**config.mk**
```make
export PLATFORM = sky130hd
export DESIGN_NAME = reset_sequencer
export DESIGN_NICKNAME = d
export VERILOG_FILES = /design/src/rtl/reset_seq_pkg.sv /design/src/rtl/reset_debounce.sv /design/src/rtl/reset_sequencer.sv
export SDC_FILE = /design/constraint.sdc
export NUM_CORES = 1
export LEC_CHECK = 0
export BUFFER_PORTS_ARGS = -buffer_cell sky130_fd_sc_hd__buf_2
export CORE_ASPECT_RATIO = 2
export CORE_MARGIN = 5
export CORE_UTILIZATION = 50
export CTS_CLUSTER_DIAMETER = 150
export CTS_CLUSTER_SIZE = 24
export DETAILED_ROUTE_END_ITERATION = 12
export GPL_ROUTABILITY_DRIVEN = 0
export PLACE_DENSITY = 0.77
export SYNTH_ARGS = -nofsm -noshare
export SYNTH_HDL_FRONTEND = slang
export SYNTH_SLANG_ARGS = --single-unit
```
**constraint.sdc**
```tcl
create_clock -name clk_sys_i -period 2.3 [get_ports clk_sys_i]
set_input_delay 0.345 -clock clk_sys_i [delete_from_list [all_inputs] [get_ports clk_sys_i]]
set_output_delay 0.345 -clock clk_sys_i [all_outputs]
set_load 0.01 [all_outputs]
```
**src/rtl/reset_seq_pkg.sv**
```systemverilog
// Shared types and constants for the reset sequencer: FSM states, cause bit
// positions and the sequencing counter width.
package reset_seq_pkg;

    typedef enum logic [1:0] {
        ST_HOLD    = 2'd0,
        ST_STAGGER = 2'd1,
        ST_RUN     = 2'd2
    } state_e;

    localparam int CAUSE_POR = 0;
    localparam int CAUSE_BTN = 1;
    localparam int CAUSE_DBG = 2;
    localparam int CAUSE_SW  = 3;

    localparam int CNT_W = 16;

endpackage

```
**src/rtl/reset_debounce.sv**
```systemverilog
// Synchronises the asynchronous reset button and emits a single-cycle press
// pulse once the level has been stable high for DebounceCycles cycles.
module reset_debounce #(
    parameter int DebounceCycles = 1000
) (
    input  logic clk,
    input  logic rst_n,
    input  logic btn,
    output logic press
);

    localparam int CW = $clog2(DebounceCycles) + 1;
    localparam logic [CW-1:0] LAST = CW'(DebounceCycles - 1);

    logic          sync1_q;
    logic          sync2_q;
    logic          pressed_q;
    logic [CW-1:0] cnt_q;

    // The counter only runs while the synchronised level disagrees with the
    // accepted state, so it is bounded by LAST and cannot wrap.
    always_ff @(posedge clk or negedge rst_n) begin
        if (!rst_n) begin
            sync1_q   <= 1'b0;
            sync2_q   <= 1'b0;
            pressed_q <= 1'b0;
            cnt_q     <= '0;
            press     <= 1'b0;
        end else begin
            sync1_q <= btn;
            sync2_q <= sync1_q;
            press   <= 1'b0;
            if (sync2_q == pressed_q) begin
                cnt_q <= '0;
            end else if (cnt_q == LAST) begin
                cnt_q     <= '0;
                pressed_q <= sync2_q;
                press     <= sync2_q;
            end else begin
                cnt_q <= cnt_q + 1'b1;
            end
        end
    end

endmodule

```
**src/rtl/reset_sequencer.sv**
```systemverilog
// Staged reset generator: holds peripheral and core in reset, then releases
// the peripherals first and the core StaggerCycles later.
module reset_sequencer #(
    parameter int HoldCycles     = 16,
    parameter int StaggerCycles  = 8,
    parameter int DebounceCycles = 1000
) (
    input  logic       clk_sys_i,
    input  logic       rst_sys_ni,
    input  logic       btn_rst_i,
    input  logic       ndmreset_i,
    input  logic       sw_rst_req_i,
    output logic       rst_periph_no,
    output logic       rst_core_no,
    output logic [3:0] rst_cause_o,
    output logic       seq_busy_o
);

    import reset_seq_pkg::*;

    localparam logic [CNT_W-1:0] HOLD_LAST    = CNT_W'(HoldCycles - 1);
    localparam logic [CNT_W-1:0] STAGGER_LAST = CNT_W'(StaggerCycles - 1);
    localparam logic [3:0]       POR_CAUSE    = 4'(1 << CAUSE_POR);

    state_e           state_q;
    state_e           state_d;
    logic [CNT_W-1:0] cnt_q;
    logic [CNT_W-1:0] cnt_d;
    logic             btn_press;
    logic             req;
    logic [3:0]       req_cause;

    reset_debounce #(
        .DebounceCycles(DebounceCycles)
    ) u_debounce (
        .clk  (clk_sys_i),
        .rst_n(rst_sys_ni),
        .btn  (btn_rst_i),
        .press(btn_press)
    );

    always_comb begin
        req_cause            = '0;
        req_cause[CAUSE_BTN] = btn_press;
        req_cause[CAUSE_DBG] = ndmreset_i;
        req_cause[CAUSE_SW]  = sw_rst_req_i;
    end

    assign req = |req_cause;

    // A request wins over every state, so a held ndmreset_i pins the counter at 0.
    always_comb begin
        state_d = state_q;
        cnt_d   = cnt_q + 1'b1;
        if (req) begin
            state_d = ST_HOLD;
            cnt_d   = '0;
        end else begin
            case (state_q)
                ST_HOLD: begin
                    if (cnt_q == HOLD_LAST) begin
                        state_d = ST_STAGGER;
                        cnt_d   = '0;
                    end
                end
                ST_STAGGER: begin
                    if (cnt_q == STAGGER_LAST) begin
                        state_d = ST_RUN;
                        cnt_d   = '0;
                    end
                end
                ST_RUN: begin
                    cnt_d = '0;
                end
                default: begin
                    state_d = ST_HOLD;
                    cnt_d   = '0;
                end
            endcase
        end
    end

    // Outputs are decoded from the next state so they switch on the same edge as the FSM.
    always_ff @(posedge clk_sys_i or negedge rst_sys_ni) begin
        if (!rst_sys_ni) begin
            state_q       <= ST_HOLD;
            cnt_q         <= '0;
            rst_periph_no <= 1'b0;
            rst_core_no   <= 1'b0;
            seq_busy_o    <= 1'b1;
            rst_cause_o   <= POR_CAUSE;
        end else begin
            state_q       <= state_d;
            cnt_q         <= cnt_d;
            rst_periph_no <= (state_d != ST_HOLD);
            rst_core_no   <= (state_d == ST_RUN);
            seq_busy_o    <= (state_d != ST_RUN);
            if (req) begin
                rst_cause_o <= req_cause;
            end
        end
    end

endmodule

```
==> metrics.txt <==
reg2reg start cnt_q[0]$_DFF_PN0_; Crit Path Max Fanout 15; Crit. End Element flip-flop; setup TNS 0 ps; diodes inserted 0; ys async rst share 100%; CTS sink cnt 40; Yosys cell types 33; area delta synth->final 10.1%; Post-DRT Antenna Nets 0; Seq/Total Area, Yosys 54.9%; Avg Cell Area, Syn 10.6 um^2; CTS root buffer clkbuf_8; first-pass GRT wire length 5820 um; htree depth 2; number of synthesized register bits 40; Relative slew margins 42.5%; fin util 56.4%; row cnt 31; DP Wirelength 2480 um; Die Wd 52.8 um; PortBufs 11; status finished clean; Hold Vio Cnt, Final 0; Starting Density 51.2%; pwr/cell area 611 nW/um^2; Resize count post-CTS 0; CTS tree built; TritonRoute pass-1 iters 4; vias in the first global route 1302; hold buffers post-CTS 0; vias per cell 5.32; Hold Path Class input pin to async pin; CP top delay family simple AND/OR/NAND/NOR gates; leak pwr 0.839 nW; Area after DPL 1920 um^2; I/O pins 12; most common cell after layout, fill and taps aside dfrtp_1; Worst EP arrival 2050 ps; crit path cell chain ha_1 > nor4b_2 > nand4_2 > o21ai_2 > nor2_1; die area 5040 um^2; Clock Latency Late Sink 280 ps; total core area 3570 um^2; Post-Route WL 3330 um; Max Slew Vio Count 0; critical path required time 2440 ps; Setup-failing EPs final 0; RSZ-0062 raised after global routing no; max incr delay on CP 550 ps; total CTS buffers 5; Max rail drop VDD 0.496 mV; clock skew 7.98 ps; number of DRC markers in iteration 0 23; Buf+Inv Stages, Crit Path 0; largest net degree at the start of global routing 41; total of max-cap violations 0; Post-Syn Area 1830 um^2; GRT Residual Overflow 0; DRC 0; Post-CTS Setup Inserts 0; yosys warns 0; via count 1261; main flop type after synthesis dfrtp_1; fmax 524 MHz; Hold WS 169 ps; clock buffer depth 2; kind of start point of the critical path flip-flop; Crit Path Class flip-flop to flip-flop; Final Power 0.00123 W; Tmin final 1910 ps; Worst-Margin Slew 863 ps; syn nets 179; worst setup path start cnt_q[0]$_DFF_PN0_; DR WL/cell 14.1 um; design area 2010 um^2; period utilization 83.0%; die height 95.5 um; clk slew on worst S/H paths 70 ps; Mapped Cells 172; number of synthesized flops with an enable pin 0; initial antenna violation count 0; most frequent cells in the layout dfrtp_1 (38), nor2_1 (35), xnor2_1 (21); overall routing resource usage 15.6%; share of layout cells above drive strength 1 14.9%; Final #Nets 194; CP max stage cell o21ai_2
## metrics by stage
stage | cells | setup WS [ps]
3_3_place_gp | 229 | 498
6_report | 237 | 390
4_1_cts | 237 | 380
2_1_floorplan | 172 | 743
3_5_place_dp | 229 | 390
5_1_grt | 237 | 219
## logic make-up (layout without fill, tap and decap cells)
family,Yosys count,in the layout,synth area share [%]
simple gates,84,84,24.7
flops,40,40,54.9
xor+xnor,24,24,11.5
buf+inv,11,27,3.01
compound gates,9,9,3.35
fa+ha+maj,2,2,1.37
mux,2,2,1.16
## synth_stat cells (all sizes together), types with 2 or more instances
cell type / instances / area share, %
a21o: 3 / 1.2
and3: 2 / 0.68
buf: 3 / 1.3
dfrtp: 38 / 52
dfstp: 2 / 2.9
ha: 2 / 1.4
inv: 7 / 1.4
nand2: 7 / 1.4
nand3: 9 / 2.5
nand4: 5 / 2.1
nor2: 35 / 7.2
nor2b: 3 / 1.0
nor3: 9 / 2.5
nor4: 8 / 3.8
nor4b: 2 / 2.1
o21a: 2 / 0.82
o21ai: 4 / 1.3
xnor2: 21 / 10
xor2: 3 / 1.4
## power breakdown
| part | internal (W) | switching (W) | leakage (nW) |
|---|---|---|---|
| Sequential | 0.000713 | 0.00000801 | 0.538 |
| Combinational | 0.0000150 | 0.0000325 | 0.256 |
| Clock | 0.000244 | 0.000218 | 0.0455 |
| Total | 0.000973 | 0.000258 | 0.839 |
## path summary, 6_finish.rpt
path	to	slack, ps	cells after the start
setup / recovery	cnt_q[6]$_DFF_PN0_	390	5
hold / removal	rst_core_no$_DFF_PN0_	170	1
setup reg to reg	cnt_q[6]$_DFF_PN0_	390	5
hold reg to reg	u_debounce.sync2_q$_DFF_PN0_	350	0
max in group asynchronous	u_debounce.sync1_q$_DFF_PN0_	1580	1
min in group clk_sys_i	u_debounce.sync1_q$_DFF_PN0_	170	1
## sequential cells by signal, summed over array words and instances (netlist names)
signal	count
rst_periph_no	1
u_debounce.sync2_q	1
u_debounce.cnt_q	11
u_debounce.sync1_q	1
seq_busy_o	1
rst_core_no	1
u_debounce.pressed_q	1
rst_cause_o	4
u_debounce.press	1
cnt_q	16
state_q	2
## layer usage
metal | global-route usage [%] | part of all wire (%) | up-vias
met3 | 2.66 | 2.5 | 11
li1 | - | - | 601
met5 | 0 | 0 | -
met2 | 27.4 | 57 | 21
met1 | 16.7 | 37 | 628
met4 | 9.38 | 3.7 | 0
## layout make-up
| cell class | instances | area [um^2] |
|---|---|---|
| clock buffers | 8 | 90.1 |
| fillers | 329 | 1560 |
| inverters | 7 | 26.3 |
| multi-input cells | 121 | 769 |
| flip-flops and latches | 40 | 1000 |
| well taps | 49 | 61.3 |
| repair buffers | 12 | 62.6 |
Power figures use the tool's default switching activity.
